**config.mk**
```make
export PLATFORM = sky130hd
export DESIGN_NAME = mlp_sample_sequencer_flat
export DESIGN_NICKNAME = d
export VERILOG_FILES = /design/src/rtl/mlp_sample_sequencer_pkg.sv /design/src/rtl/mlp_sample_sequencer_if.sv /design/src/rtl/mlp_sample_sequencer_sat_counter.sv /design/src/rtl/mlp_sample_sequencer.sv /design/src/flat_wrapper.sv
export SDC_FILE = /design/constraint.sdc
export NUM_CORES = 1
export LEC_CHECK = 0
export BUFFER_PORTS_ARGS = -buffer_cell sky130_fd_sc_hd__buf_4
export CAP_MARGIN = 5
export CORE_MARGIN = 4
export CORE_UTILIZATION = 55
export DETAILED_ROUTE_END_ITERATION = 8
export PLACE_DENSITY = 0.85
export SLEW_MARGIN = 20
export SYNTH_ARGS = -nofsm -noshare
export SYNTH_HDL_FRONTEND = slang
export SYNTH_SLANG_ARGS = --single-unit
```
**constraint.sdc**
```tcl
create_clock -name clk -period 3 [get_ports clk]
set_clock_uncertainty 0.2 [all_clocks]
set_input_delay 0.6 -clock clk [delete_from_list [all_inputs] [get_ports clk]]
set_output_delay 0.6 -clock clk [all_outputs]
set_load 0.1 [all_outputs]
```
**src/rtl/mlp_sample_sequencer_pkg.sv**
```systemverilog
// Shared types and constants for the MLP sample sequencer: FSM state encoding,
// default classifier geometry and the saturating increment used by the counters.
package mlp_sample_sequencer_pkg;

  localparam int N_FEAT  = 4;
  localparam int FEAT_W  = 4;
  localparam int CLS_W   = 2;
  localparam int N_CLASS = 3;
  localparam int CNT_W   = 16;

  // Widest counter the shared increment helper supports.
  localparam int SAT_W   = 32;

  typedef enum logic [1:0] {
    LOAD = 2'd0,
    EVAL = 2'd1,
    HOLD = 2'd2
  } seq_state_t;

  function automatic logic [SAT_W-1:0] sat_inc(input logic [SAT_W-1:0] v,
                                               input logic [SAT_W-1:0] max_v);
    return (v >= max_v) ? v : v + 1'b1;
  endfunction

endpackage

```
**src/rtl/mlp_sample_sequencer_if.sv**
```systemverilog
// Feature-stream and result handshakes of the sequencer. The DUT takes the
// slave side; the feature producer / result consumer takes the master side.
interface mlp_sample_sequencer_if #(
  parameter int FEAT_W = 4,
  parameter int CLS_W  = 2
);
  logic              s_valid;
  logic              s_ready;
  logic [FEAT_W-1:0] s_feat;
  logic [CLS_W-1:0]  s_label;
  logic              r_valid;
  logic              r_ready;
  logic [CLS_W-1:0]  r_class;
  logic              r_match;
  logic              r_illegal;

  modport master (
    output s_valid, s_feat, s_label, r_ready,
    input  s_ready, r_valid, r_class, r_match, r_illegal
  );

  modport slave (
    input  s_valid, s_feat, s_label, r_ready,
    output s_ready, r_valid, r_class, r_match, r_illegal
  );
endinterface

```
**src/rtl/mlp_sample_sequencer_sat_counter.sv**
```systemverilog
// Statistics counter that sticks at all-ones instead of wrapping; clear beats
// increment so a cleared result is never counted.
module sat_counter
  import mlp_sample_sequencer_pkg::*;
#(
  parameter int CNT_W = 16
) (
  input  logic             clk,
  input  logic             rst,
  input  logic             clr,
  input  logic             inc,
  output logic [CNT_W-1:0] cnt
);

  localparam logic [SAT_W-1:0] MAX_V = SAT_W'({CNT_W{1'b1}});

  always_ff @(posedge clk) begin
    if (rst || clr)
      cnt <= '0;
    else if (inc)
      cnt <= CNT_W'(sat_inc(SAT_W'(cnt), MAX_V));
  end

endmodule

```
**src/rtl/mlp_sample_sequencer.sv**
```systemverilog
// Packs a feature stream into the classifier input word, samples the class
// index once it settles, holds the result for the consumer and keeps stats.
module mlp_sample_sequencer
  import mlp_sample_sequencer_pkg::*;
#(
  parameter int N_FEAT  = mlp_sample_sequencer_pkg::N_FEAT,
  parameter int FEAT_W  = mlp_sample_sequencer_pkg::FEAT_W,
  parameter int CLS_W   = mlp_sample_sequencer_pkg::CLS_W,
  parameter int N_CLASS = mlp_sample_sequencer_pkg::N_CLASS,
  parameter int CNT_W   = mlp_sample_sequencer_pkg::CNT_W
) (
  input  logic                       clk,
  input  logic                       rst,
  input  logic                       clr,
  mlp_sample_sequencer_if.slave      sif,
  output logic [N_FEAT*FEAT_W-1:0]   cls_inp,
  input  logic [CLS_W-1:0]           cls_out,
  output logic [CNT_W-1:0]           sample_cnt,
  output logic [CNT_W-1:0]           hit_cnt,
  output logic [N_CLASS*CNT_W-1:0]   pred_cnt
);

  localparam int                IDX_W    = (N_FEAT > 1) ? $clog2(N_FEAT) : 1;
  localparam logic [IDX_W-1:0]  LAST_IDX = IDX_W'(N_FEAT - 1);
  // One extra bit so N_CLASS == 2**CLS_W still compares correctly.
  localparam logic [CLS_W:0]    NCLS     = (CLS_W + 1)'(N_CLASS);

  seq_state_t          state, state_nxt;
  logic [IDX_W-1:0]    idx;
  logic [CLS_W-1:0]    label;
  logic                load_fire;
  logic                res_fire;
  logic [N_CLASS-1:0]  pred_inc;

  // ---------------------------------------------------------------- FSM
  always_ff @(posedge clk) begin
    if (rst) state <= LOAD;
    else     state <= state_nxt;
  end

  // Handshake outputs depend on state only: no s_valid->s_ready or
  // r_ready->r_valid combinational path.
  always_comb begin
    state_nxt   = state;
    sif.s_ready = 1'b0;
    sif.r_valid = 1'b0;
    case (state)
      LOAD: begin
        sif.s_ready = 1'b1;
        if (sif.s_valid && (idx == LAST_IDX)) state_nxt = EVAL;
      end
      EVAL: state_nxt = HOLD;
      HOLD: begin
        sif.r_valid = 1'b1;
        if (sif.r_ready) state_nxt = LOAD;
      end
      default: state_nxt = LOAD;
    endcase
  end

  assign load_fire = sif.s_valid && sif.s_ready;
  assign res_fire  = sif.r_valid && sif.r_ready;

  // ----------------------------------------------------------- datapath
  always_ff @(posedge clk) begin
    if (rst) begin
      idx           <= '0;
      label         <= '0;
      cls_inp       <= '0;
      sif.r_class   <= '0;
      sif.r_match   <= 1'b0;
      sif.r_illegal <= 1'b0;
    end else begin
      if (load_fire) begin
        cls_inp[idx*FEAT_W +: FEAT_W] <= sif.s_feat;
        if (idx == LAST_IDX) begin
          idx   <= '0;
          label <= sif.s_label;
        end else begin
          idx   <= idx + 1'b1;
        end
      end
      // Classifier has had the whole EVAL cycle to settle on the stable word.
      if (state == EVAL) begin
        sif.r_class   <= cls_out;
        sif.r_illegal <= ({1'b0, cls_out} >= NCLS);
        sif.r_match   <= (cls_out == label) && ({1'b0, label} < NCLS);
      end
    end
  end

  // ---------------------------------------------------------- statistics
  for (genvar k = 0; k < N_CLASS; k++) begin : g_pred_inc
    assign pred_inc[k] = res_fire && !sif.r_illegal &&
                         ({1'b0, sif.r_class} == (CLS_W + 1)'(k));
  end

  sat_counter #(.CNT_W(CNT_W)) u_sample_cnt (
    .clk (clk),
    .rst (rst),
    .clr (clr),
    .inc (res_fire),
    .cnt (sample_cnt)
  );

  sat_counter #(.CNT_W(CNT_W)) u_hit_cnt (
    .clk (clk),
    .rst (rst),
    .clr (clr),
    .inc (res_fire && sif.r_match),
    .cnt (hit_cnt)
  );

  for (genvar k = 0; k < N_CLASS; k++) begin : g_pred_cnt
    sat_counter #(.CNT_W(CNT_W)) u_pred_cnt (
      .clk (clk),
      .rst (rst),
      .clr (clr),
      .inc (pred_inc[k]),
      .cnt (pred_cnt[k*CNT_W +: CNT_W])
    );
  end

endmodule

```
**src/flat_wrapper.sv**
```systemverilog
// flat-port wrapper written by rule: the top's interface ports become plain ports
module mlp_sample_sequencer_flat import mlp_sample_sequencer_pkg::*;
#(
  parameter int N_FEAT  = mlp_sample_sequencer_pkg::N_FEAT,
  parameter int FEAT_W  = mlp_sample_sequencer_pkg::FEAT_W,
  parameter int CLS_W   = mlp_sample_sequencer_pkg::CLS_W,
  parameter int N_CLASS = mlp_sample_sequencer_pkg::N_CLASS,
  parameter int CNT_W   = mlp_sample_sequencer_pkg::CNT_W
)
  (clk, rst, clr, cls_inp, cls_out, sample_cnt, hit_cnt, pred_cnt, sif_s_valid, sif_s_feat, sif_s_label, sif_r_ready, sif_s_ready, sif_r_valid, sif_r_class, sif_r_match, sif_r_illegal);
  mlp_sample_sequencer_if #(.FEAT_W(FEAT_W), .CLS_W(CLS_W)) sif_i ();
  input  logic clk;
  input  logic rst;
  input  logic clr;
  output logic [N_FEAT*FEAT_W-1:0] cls_inp;
  input  logic [CLS_W-1:0] cls_out;
  output logic [CNT_W-1:0] sample_cnt;
  output logic [CNT_W-1:0] hit_cnt;
  output logic [N_CLASS*CNT_W-1:0] pred_cnt;
  input wire logic [$bits(sif_i.s_valid)-1:0] sif_s_valid;
  input wire logic [$bits(sif_i.s_feat)-1:0] sif_s_feat;
  input wire logic [$bits(sif_i.s_label)-1:0] sif_s_label;
  input wire logic [$bits(sif_i.r_ready)-1:0] sif_r_ready;
  output wire logic [$bits(sif_i.s_ready)-1:0] sif_s_ready;
  output wire logic [$bits(sif_i.r_valid)-1:0] sif_r_valid;
  output wire logic [$bits(sif_i.r_class)-1:0] sif_r_class;
  output wire logic [$bits(sif_i.r_match)-1:0] sif_r_match;
  output wire logic [$bits(sif_i.r_illegal)-1:0] sif_r_illegal;
  assign sif_i.s_valid = sif_s_valid;
  assign sif_i.s_feat = sif_s_feat;
  assign sif_i.s_label = sif_s_label;
  assign sif_i.r_ready = sif_r_ready;
  assign sif_s_ready = sif_i.s_ready;
  assign sif_r_valid = sif_i.r_valid;
  assign sif_r_class = sif_i.r_class;
  assign sif_r_match = sif_i.r_match;
  assign sif_r_illegal = sif_i.r_illegal;
  mlp_sample_sequencer #(.N_FEAT(N_FEAT), .FEAT_W(FEAT_W), .CLS_W(CLS_W), .N_CLASS(N_CLASS), .CNT_W(CNT_W)) u_core (.clk(clk), .rst(rst), .clr(clr), .sif(sif_i), .cls_inp(cls_inp), .cls_out(cls_out), .sample_cnt(sample_cnt), .hit_cnt(hit_cnt), .pred_cnt(pred_cnt));
endmodule
```
==> results of run 1 <==
[layout make-up]
type	count	area, um^2	area share (%)
flip-flops and latches	106	2120	32.2
repair buffers	126	958	14.5
multi-input cells	501	3120	47.3
inverters	5	18.8	0.285
clock buffers	10	138	2.09
clock inverters	6	75.1	1.14
well taps	129	161	2.45
[routing by layer]
metal | up-vias | wire length (um)
met1 | 2625 | 6390
met5 | - | 0
li1 | 2689 | -
met3 | 19 | 1110
met2 | 219 | 6900
met4 | 0 | 189
[through the flow]
stage               std cells  util (%)  cell area, um^2
CTS                       883      70.4             6590
floorplan                 650         -             5390
detailed placement        867      68.1             6380
global route              883      70.4             6590
global placement          867      68.1             6380
finish                    883      70.4             6590
[path summary, 6_finish.rpt]
path                                          startpoint  depth (start not counted)  slack (ns)                                 endpoint
setup / recovery  u_core.g_pred_cnt[1].u_pred_cnt.cnt[2]                          4        0.61  u_core.g_pred_cnt[1].u_pred_cnt.cnt[10]
hold / removal                         u_core.cls_inp[1]                          2        0.26                        u_core.cls_inp[1]
setup reg to reg  u_core.g_pred_cnt[1].u_pred_cnt.cnt[2]                          4        0.61  u_core.g_pred_cnt[1].u_pred_cnt.cnt[10]
hold reg to reg                        u_core.cls_inp[1]                          2        0.26                        u_core.cls_inp[1]
[cells in the mapped netlist, types with 5 or more instances]
| master | number | share of area [%] |
|---|---|---|
| dfxtp_1 | 106 | 39 |
| nand2_1 | 79 | 5.5 |
| a21oi_1 | 63 | 5.8 |
| nand3_1 | 38 | 3.5 |
| clkbuf_1 | 35 | 2.4 |
| nand4_1 | 29 | 3.4 |
| or3_1 | 28 | 3.2 |
| or4_1 | 25 | 3.5 |
| nor2_1 | 22 | 1.5 |
| mux2i_1 | 21 | 3.9 |
| o21ai_0 | 20 | 1.9 |
| o31ai_1 | 20 | 2.8 |
| and4_1 | 16 | 2.6 |
| nor3_1 | 16 | 1.5 |
| nor4_1 | 12 | 1.4 |
| and3_1 | 11 | 1.3 |
| ha_1 | 11 | 2.6 |
| a211oi_1 | 10 | 1.4 |
| and2_1 | 7 | 0.81 |
| nor3b_1 | 7 | 0.97 |
| a31oi_1 | 6 | 0.70 |
| nor2b_1 | 6 | 0.70 |
| inv_1 | 5 | 0.35 |
| o311ai_0 | 5 | 0.81 |
| o41ai_1 | 5 | 0.81 |
[logic make-up (layout without fill, tap and decap cells)]
kind of cell,after synthesis,in the layout
AND/OR/NAND/NOR,315,315
AO/OA/AOI/OAI,153,153
flip-flops,106,106
buffers and inverters,43,147
multiplexers,21,21
adder cells (fa/ha/maj),11,11
XOR/XNOR,1,1
[power by group through the flow]
stage | logic [mW] | registers [mW] | clock network, mW
2_1_floorplan | 0.0759 | 1.47 | 0
3_3_place_gp | 0.139 | 1.45 | 0
3_5_place_dp | 0.141 | 1.45 | 0
4_1_cts | 0.142 | 1.42 | 0.944
5_1_grt | 0.156 | 1.42 | 1.01
6_report | 0.143 | 1.42 | 0.936
[flip-flops by register name (all words and copies together) (netlist names)]
signal / cells
u_core.cls_inp: 16
u_core.g_pred_cnt.u_pred_cnt.cnt: 48
u_core.idx: 2
u_core.label: 2
u_core.sif.r_class: 2
u_core.sif.r_illegal: 1
u_core.sif.r_match: 1
u_core.state: 2
u_core.u_hit_cnt.cnt: 16
u_core.u_sample_cnt.cnt: 16
[worst reg2reg max path: cells and delay by family, from the launching register on]
kind | cells | cell delay [ns]
flip-flops | 1 | 0.47
AND/OR/NAND/NOR | 3 | 1.51
AO/OA/AOI/OAI | 1 | 0.14
==> summary.txt, run 1 <==
Placed design
  • RePlAce Congestion: 0.890
  • IO Port Bufs: 114
  • Post-DP HPWL: 10500 um
  • Setup WS pre-CTS: 0.466 ns

Final layout
  • Filler cells: 763
  • Area growth, synth to finish: 22.3%
  • # nets final: 773
  • Antenna Cells: 0
  • Layout cells sized above 1: between 20% and 30%
  • Commonest non-fill, non-tap cell in the layout: buf_4
  • Most frequent cells in the layout: buf_4 (125), dfxtp_1 (106), nand2_1 (79)

Critical path
  • CP endpoint kind: flop
  • Crit path cell chain: nand4_1, or4_1, or4_1, a21oi_1
  • WP data required: approximately 3.1 ns
  • CP arrival: 2.49 ns
  • Max FO, Critical Path: 8
  • Crit Path Class: reg -> reg
  • Delay of the slowest critical-path stage: 0.70 ns
  • Buffers and inverters on the worst path: 0
  • Worst path slowest cell: or4_1
  • Startpoint Class: flop
  • Most frequent CP cell: or4_1
  • Cell family with most CP delay: simple AND/OR/NAND/NOR gates

GRT
  • GR peak layer: met2
  • Gr ovfl total: 0
  • Initial antenna violation count: 0
  • Met1 GRT Util: 34.1%
  • Vias in the first global route: 5212
  • All-layer global routing usage: 25.6%
  • First-pass GRT wire length: 24600 um
  • Largest net degree at the start of global routing: 48
  • Global-route met3 utilization: around 4.7%
  • GRT met2 Usage: between 40% and 50%

Die
  • Row count: 35
  • Die Width: 107 um
  • Initial core utilization: 57.5%
  • Die H: 107 um
  • Die area: 11500 um^2
  • IO Pins: 115
  • Core footprint: about 9400 um^2

Clock network
  • Clock Latency Late Sink: between 0.3 and 0.4 ns
  • CTS max path bufs: 2
  • # clock sinks: roughly 110
  • CTS resizes: 0
  • CTS H-Tree Depth: 3
  • Clock transition at the registers of the reported paths: 0.11 ns
  • CTS tree: done
  • Post-CTS Repair Setup Buffers: 0
  • CTS Hold Bufs: 0
  • CTS root buffer: clkbuf_8
  • Cts bufs inserted: 9

Run
  • Max cap viols: 0

Synthesis
  • Post-Synthesis Cells: 650
  • Fraction of registers with async set/reset: 0%
  • Seq/Total Area, Yosys: 39.4%
  • Post-Syn Nets: 674
  • Synthesized flop and latch total: 106
  • Mapped Avg Cell Area: just over 8 um^2
  • Synth warn: 0
  • Post-synthesis cell type count: 51
  • Post-Synth Adder-Cell Area: 2.55%
  • Xor/xnor share of the synthesized area: 0.162%
  • Post-Synth Simple-Gate Area: 32.8%
  • Ys flop type: dfxtp_1
  • Largest family of logic cells by synthesized area: simple AND/OR/NAND/NOR gates
  • Post-synth EDFFs: 0
  • Proportion of synthesized area in mux cells: 3.90%
  • Synth Area in Compound Gates: 18.1%
  • Synth Cell Area: 5390 um^2

Detailed routing
  • Initial DRC Count: 397
  • Wirelength per Cell: 16.5 um
  • Post-Route WL: 14600 um
  • Via density: 6.29
  • Vias after detailed routing: roughly 5600
  • Drt drc: 0
  • Initial DRT Pass Iterations: 6
  • Final antenna-violating net count: 0

Power and ir drop
  • Switch share: 24.9%
  • Peak VDD IR: 0.238 mV
  • Gate power share: 5.7%
  • Int Power: 1.88 mW
  • Sw power: 0.621 mW
  • P_leak: 2.33 nW
  • Flop pwr share: 56.7%
  • Power Dens Cells: 379 nW/um^2
  • Total power: 2.50 mW
  • Clock power share: 37.5%

STA
  • Fin. max-slew vios: 0
  • Tmin final: 2.39 ns
  • Final setup violation count: 0
  • Relative max-transition margin: 45.4%
  • Setup_tns: 0 ns
  • Slew @ Worst Pin: 0.820 ns
  • Setup WS post-layout: 0.612 ns
  • Hold Vio Cnt, Final: 0
  • Hold_ws: approximately 0.26 ns
  • Unrepaired setup endpoints after global routing: no
  • Max Fclk: 419 MHz
  • Tcrit/Tclk final: 79.6%

Status
  • Outcome: finished, final reports clean

Worst hold path
  • Worst Hold Class: reg -> reg
Note: power is estimated with default switching activity, not from simulation.
==> run 2, diff against run 1 <==
CORE_UTILIZATION = 50   (was 55)
PLACE_DENSITY = 0.82   (was 0.85)
clock period = 2.05 ns   (was 3 ns; I/O delays follow)
==> run 2 against run 1 <==
The flow now finishes with violations (setup timing). Core utilization up 1.4 points. Register-to-register slack got worse by 0.67 ns. Global-route usage fell by 1.8 points. Sequential cell count unchanged. Setup slack got worse by 0.67 ns. Combinational power rose by 62%. Critical path depth unchanged. First-iteration DRC count down 3.5%. Design area grew 13%. Fmax increased by 13%. Sequential power grew 41%. Critical endpoint unchanged. Largest cell class unchanged. Largest power group unchanged.
==> summary.txt, run 2 (synthesis results as in run 1) <==
Status
  • Outcome: complete, but fails checks
  • Failing checks: setup timing

Detailed routing
  • Post-Route WL: 15700 um
  • Initial DRC Count: 383
  • Initial DRT Pass Iterations: 5
  • Drt drc: 0
  • Via density: 6.12
  • Wirelength per Cell: 16.9 um
  • Vias after detailed routing: 5698
  • Final antenna-violating net count: 0

Critical path
  • Worst reg2reg path depth: 4
  • CP endpoint kind: flop
  • Crit path cell chain: or3b_4, or4_4, or4_4, a21oi_2
  • Cell family with most CP delay: simple AND/OR/NAND/NOR gates
  • Startpoint Class: flop
  • Delay of the slowest critical-path stage: just over 0.5 ns
  • WP data required: 2.15 ns
  • Worst path slowest cell: or4_4
  • CP arrival: 2.21 ns
  • Setup slack, reg-to-reg: -0.06 ns
  • RR Startpoint: u_core.sif.r_class[0]
  • Buffers and inverters on the worst path: 0
  • Crit Path Class: reg -> reg
  • Max FO, Critical Path: 4
  • Most frequent CP cell: or4_4
  • Worst R2R End: u_core.g_pred_cnt[1].u_pred_cnt.cnt[10]

Die
  • IO Pins: 115
  • Die area: 12500 um^2
  • Row count: 37
  • Die H: 112 um
  • Initial core utilization: 51.8%
  • Die Width: between 100 and 150 um
  • Core footprint: 10400 um^2

Clock network
  • Cts bufs inserted: 9
  • CTS tree: done
  • CTS H-Tree Depth: 3
  • CTS root buffer: clkbuf_8
  • Clock transition at the registers of the reported paths: 0.09 ns
  • CTS max path bufs: 2
  • CTS Hold Bufs: 0
  • # clock sinks: 106
  • Clock Latency Late Sink: about 0.37 ns

Worst hold path
  • Hold EP: u_core.label[0]
  • Hold_sp: sif_s_label[0]
  • Worst Hold Class: in -> reg
  • Hold Path Stages: 3

STA
  • Setup WS post-layout: -0.0584 ns
  • Unrepaired setup endpoints after global routing: yes
  • Fin. max-slew vios: 0
  • Max Fclk: 474 MHz
  • Hold Vio Cnt, Final: 0
  • Tcrit/Tclk final: 103%
  • Hold_ws: 0.0883 ns
  • Slew @ Worst Pin: 0.434 ns
  • Tmin final: 2.11 ns
  • Relative max-transition margin: 70.7%
  • Final setup violation count: 6

Final layout
  • Reg area: 2370 um^2
  • Layout cells sized above 1: 40.6%
  • Antenna Cells: 0
  • Commonest non-fill, non-tap cell in the layout: buf_4
  • Filler cells: 769
  • # nets final: 814
  • Most frequent cells in the layout: buf_4 (162), nand2_1 (77), a21oi_1 (56), dfxtp_4 (56), nand3_1 (36)
  • Largest register FFs: 48
  • Area growth, synth to finish: 38.6%
  • Multi-input logic area: ~3400 um^2
  • Reg with most FFs: u_core.g_pred_cnt.u_pred_cnt.cnt
  • Non-Filler Instances: between 900 and 1000

Placed design
  • IO Port Bufs: 114
  • Post-DP HPWL: around 11000 um
  • RePlAce Congestion: 0.853
  • Placed insts: slightly above 900

Power and ir drop
  • Int Power: 2.73 mW
  • P_leak: 2.68 nW
  • Gate power share: 6.4%
  • Power Dens Cells: 480 nW/um^2
  • Clock power share: 38.0%
  • Peak VDD IR: 0.335 mV
  • Switch share: 23.8%
  • Total power: between 3 and 4 mW
  • Flop pwr share: a little under three fifths
  • Sw power: 0.855 mW

GRT
  • All-layer global routing usage: 23.8%
  • Initial antenna violation count: 0
  • Vias in the first global route: 5340
  • Gr ovfl total: 0
  • Largest net degree at the start of global routing: 39
  • First-pass GRT wire length: between 20000 and 30000 um

Run
  • Max cap viols: 0
## run 2: cell count changes in the layout (fill, tap and decap cells not counted), moves of 6 or more
cell and delta:
dfxtp_4 +56, or4_1 -6, a21oi_1 -7, dfxtp_1 -86
dfxtp_2 +30, a21oi_2 +7, buf_4 +37, or4_4 +6
## run 2: worst max-delay path by stage
stage | start | to | slack (ns) | cells past startpoint
2_1_floorplan | u_core.sif.r_class[0] | u_core.g_pred_cnt[1].u_pred_cnt.cnt[11] | -0.34 | 5
3_3_place_gp | sif_r_ready | u_core.g_pred_cnt[2].u_pred_cnt.cnt[15] | -0.07 | 6
3_5_place_dp | sif_r_ready | u_core.g_pred_cnt[2].u_pred_cnt.cnt[15] | -0.17 | 6
4_1_cts | u_core.sif.r_class[0] | u_core.g_pred_cnt[1].u_pred_cnt.cnt[11] | -0.06 | 4
5_1_grt | u_core.state[0] | u_core.u_sample_cnt.cnt[15] | -0.25 | 4
6_report | u_core.sif.r_class[0] | u_core.g_pred_cnt[1].u_pred_cnt.cnt[10] | -0.06 | 4
## run 2: worst register-to-register path: cells and delay by family, from the launching register on
family / cells / cell delay (ns)
compound gates: 1 / 0.12
flops: 1 / 0.38
simple gates: 3 / 1.35
## run 2: final cells by class
cell class | instances | area share (%)
flip-flops and latches | 106 | 31.7
repair buffers | 167 | 17.5
inverters | 5 | 0.251
clock buffers | 14 | 2.31
multi-input cells | 501 | 45.5
well taps | 136 | 2.28
clock inverters | 2 | 0.469
## run 2: routing by layer
layer	vias to the layer above	wire length, um	GRT usage, %
met1	2707	6610	30.3
met2	197	7890	40.9
met3	17	1060	5.05
met5	-	0	0
met4	0	151	6.16
li1	2777	-	-
## run 2: stage by stage
stage	setup TNS, ns	utilization (%)	area [um^2]	setup WS (ns)
2_1_floorplan	-1.62	-	5820	-0.336
3_3_place_gp	-0.293	68.1	7100	-0.0661
3_5_place_dp	-1.38	68.1	7100	-0.167
4_1_cts	-0.185	70.6	7350	-0.0569
5_1_grt	-0.924	71.7	7470	-0.249
6_report	-0.222	71.7	7470	-0.0584
## run 2: power by group through the flow
stage | logic, mW | clock network, mW | registers, mW
after floorplan | 0.111 | 0 | 2.08
after global placement | 0.220 | 0 | 2.04
after detailed placement | 0.226 | 0 | 2.04
after CTS | 0.227 | 1.38 | 2.00
after global routing | 0.249 | 1.48 | 2.00
final | 0.231 | 1.36 | 2.00
## run 2: what timing repair did
item	in CTS	in global routing
endpoints found under the setup margin	11	34
resized for setup	9	26
buffers inserted	3	1
pin swaps	5	6
==> run 3, diff against run 2 <==
CORE_UTILIZATION = 49   (was 50)
PLACE_DENSITY = 0.81   (was 0.82)
SYNTH_HIERARCHICAL = 1   (was unset)
==> run 3 against run 2 <==
The flow still finishes with violations (setup timing). Clock power fell by 8%. First-iteration DRC count down 5.5%. Sequential power up 2%. Worst hold slack worse by 0.0022 ns. Core utilization rose by 2.0 points. Combinational power up 6%. Critical path depth grew 3. Wire length is 1.8% higher. Synthesized cell count shrank 3.4%. Register-to-register slack got worse by 0.26 ns. Count of clock-buffer cells in the layout decreased by 2. Final cell count grew 1.2%.
==> summary.txt, run 3 <==
Status
  • Outcome: complete, but fails checks
  • Failing checks: setup timing

Synthesis
  • Synth top area share: 39.6%
  • Post-synth top area cell: dfxtp_1
  • Ys flop type: dfxtp_1
  • Synth Area in Compound Gates: 16.6%
  • Synth Cell Area: around 5400 um^2
  • Top-count cell post-synth: dfxtp_1
  • Post-synthesis cell type count: 46
  • Post-synth top cells: dfxtp_1 (106), a21oi_1 (63), nand2_1 (54)
  • Synthesized flop and latch total: around 110
  • Largest family of logic cells by synthesized area: simple AND/OR/NAND/NOR gates
  • Fraction of registers with async set/reset: 0%
  • Seq/Total Area, Yosys: about two fifths
  • Mapped Avg Cell Area: 8.53 um^2
  • Synth warn: 6
  • Post-Syn Nets: 651
  • Post-Synthesis Cells: roughly 630
  • Xor/xnor share of the synthesized area: 0.817%
  • Post-Synth Adder-Cell Area: 2.34%
  • Post-synth EDFFs: 0
  • Proportion of synthesized area in mux cells: under 10%
  • Post-Synth Simple-Gate Area: roughly a third
  • Synth top area cells: dfxtp_1 (40%), a21oi_1 (5.9%), nand3_1 (4.5%), nand2_1 (3.8%), nand4_1 (3.6%)

Placed design
  • IO Port Bufs: approximately 110
  • Post-DP HPWL: 11000 um
  • RePlAce Congestion: 0.876
  • Cell Area, Placed: 7000 um^2
  • Placed insts: around 910
  • Setup WS pre-CTS: -0.327 ns

Detailed routing
  • Via density: 6.04
  • Drt drc: 0
  • Initial DRC Count: 362
  • Post-Route WL: 16000 um
  • Wirelength per Cell: 17.0 um
  • Final antenna-violating net count: 0
  • Initial DRT Pass Iterations: 6
  • Vias after detailed routing: ~5700

Final layout
  • Reg with most FFs: u_core/g_pred_cnt.u_pred_cnt/cnt
  • Final Util: 73.7%
  • Commonest non-fill, non-tap cell in the layout: buf_4
  • Most frequent cells in the layout: buf_4 (177), nand2_1 (54), dfxtp_2 (50)
  • Antenna Cells: 0
  • # nets final: 824
  • Largest register FFs: 48
  • Area growth, synth to finish: 44.6%
  • Design area: approximately 7700 um^2
  • Non-Filler Instances: around 940
  • Filler cells: around 730
  • Layout cells sized above 1: between 40 and 50%

Critical path
  • Setup crit end: u_core/g_pred_cnt[0].u_pred_cnt/cnt[15]
  • Crit Path Class: reg -> reg
  • Max FO, Critical Path: 6
  • CP arrival: 2.47 ns
  • Setup slack, reg-to-reg: -0.32 ns
  • RR Startpoint: u_core/state[1]
  • WP data required: 2.15 ns
  • CP endpoint kind: flop
  • Startpoint Class: flop
  • Worst R2R End: u_core/g_pred_cnt[0].u_pred_cnt/cnt[15]
  • Critical Path Start: u_core/state[1]
  • Worst reg2reg path depth: 7

Clock network
  • CTS max path bufs: 2
  • # clock sinks: 106
  • Clock transition at the registers of the reported paths: 0.10 ns
  • Clock Latency Late Sink: 0.37 ns
  • CTS Hold Bufs: 0
  • CTS root buffer: clkbuf_8
  • Cts bufs inserted: 9
  • CTS tree: done
  • CTS H-Tree Depth: 3

GRT
  • First-pass GRT wire length: about 25000 um
  • Vias in the first global route: about 5500
  • Gr ovfl total: 0
  • Largest net degree at the start of global routing: 25
  • All-layer global routing usage: 23.2%
  • Initial antenna violation count: 0

Worst hold path
  • Worst Hold Class: in -> reg

Die
  • IO Pins: 115
  • Core footprint: between 10000 and 15000 um^2
  • Initial core utilization: 51.0%
  • Die Width: approximately 110 um
  • Die area: 12700 um^2
  • Row count: 37
  • Die H: 113 um

Run
  • Max cap viols: 0

Power and ir drop
  • Flop pwr share: 57.8%
  • Peak VDD IR: 0.405 mV
  • Power Dens Cells: 457 nW/um^2
  • Switch share: 24.9%
  • Int Power: between 2 and 3 mW
  • Clock power share: a little over a third
  • Sw power: approximately 0.88 mW
  • Gate power share: 6.9%
  • P_leak: roughly 2.8 nW

STA
  • Final setup violation count: 29
  • Max Fclk: 422 MHz
  • Relative max-transition margin: 62.8%
  • Unrepaired setup endpoints after global routing: yes
  • Hold Vio Cnt, Final: 0
  • Setup WS post-layout: -0.319 ns
  • Slew @ Worst Pin: 0.556 ns
  • Tcrit/Tclk final: 116%
  • Fin. max-slew vios: 0
  • Tmin final: 2.37 ns
## run 3: area by class of cell
class | instances | area [um^2] | area share, %
clock buffer | 12 | 166 | 2.15
clock inverter | 4 | 23.8 | 0.307
inverter | 15 | 56.3 | 0.727
multi-input combinational | 484 | 3650 | 47.1
sequential | 106 | 2260 | 29.2
tap | 136 | 170 | 2.20
timing repair buffer | 185 | 1420 | 18.3
## run 3: stage by stage
step                power [mW]  hold slack [ns]  setup TNS (ns)
finish                    3.54           0.0861           -4.74
global route              3.67           0.0861           -7.97
CTS                       3.56           0.0696           -3.77
detailed placement        2.33            0.249           -5.60
global placement          2.32            0.243           -4.22
floorplan                 2.25            0.245          -35.30
## run 3: cells by family (layout without fill, tap and decap cells)
| logic type | after synthesis | in the layout |
|---|---|---|
| AND/OR/NAND/NOR | 313 | 313 |
| AO/OA/AOI/OAI | 139 | 139 |
| flip-flops | 106 | 106 |
| buffers and inverters | 38 | 216 |
| multiplexers | 17 | 17 |
| adder cells (fa/ha/maj) | 10 | 10 |
| XOR/XNOR | 5 | 5 |
## run 3: worst min path at each step
stage                            startpoint                 to  cells past startpoint
after global routing         sif_s_label[0]    u_core/label[0]                      3
after CTS                    sif_s_label[0]    u_core/label[0]                      3
after detailed placement  u_core/cls_inp[2]  u_core/cls_inp[2]                      2
after global placement    u_core/cls_inp[8]  u_core/cls_inp[8]                      2
after floorplan             u_core/label[1]    u_core/label[1]                      2
final                        sif_s_label[0]    u_core/label[0]                      3
## run 3: power groups by stage
stage	Combinational (mW)	Sequential, mW	Clock (mW)
3_5_place_dp	0.233	2.09	0
6_report	0.244	2.04	1.25
5_1_grt	0.261	2.05	1.36
4_1_cts	0.236	2.05	1.28
3_3_place_gp	0.225	2.09	0
2_1_floorplan	0.116	2.13	0
## run 3: repair_timing
action	4_1_cts	5_1_grt
setup buffers	5	13
pin swaps	17	29
setup endpoints to repair	33	68
gates resized for setup	27	66
cloned	0	0
## run 3: per-layer routing
layer | part of all wire (%) | global-route usage (%)
met4 | 1.3 | 7.53
met2 | 52 | 40.6
met5 | 0 | 0
met1 | 41 | 28.1
met3 | 5.6 | 5.28
## run 3: worst max-delay path, cell delays in order, from the launching register on
cell and delay (ns):
dfxtp_2 0.33, nor2b_4 0.17, nand2_4 0.11, nor4_4 0.22
and3_4 0.24, or3b_4 0.41, or4_1 0.48, a21oi_1 0.15
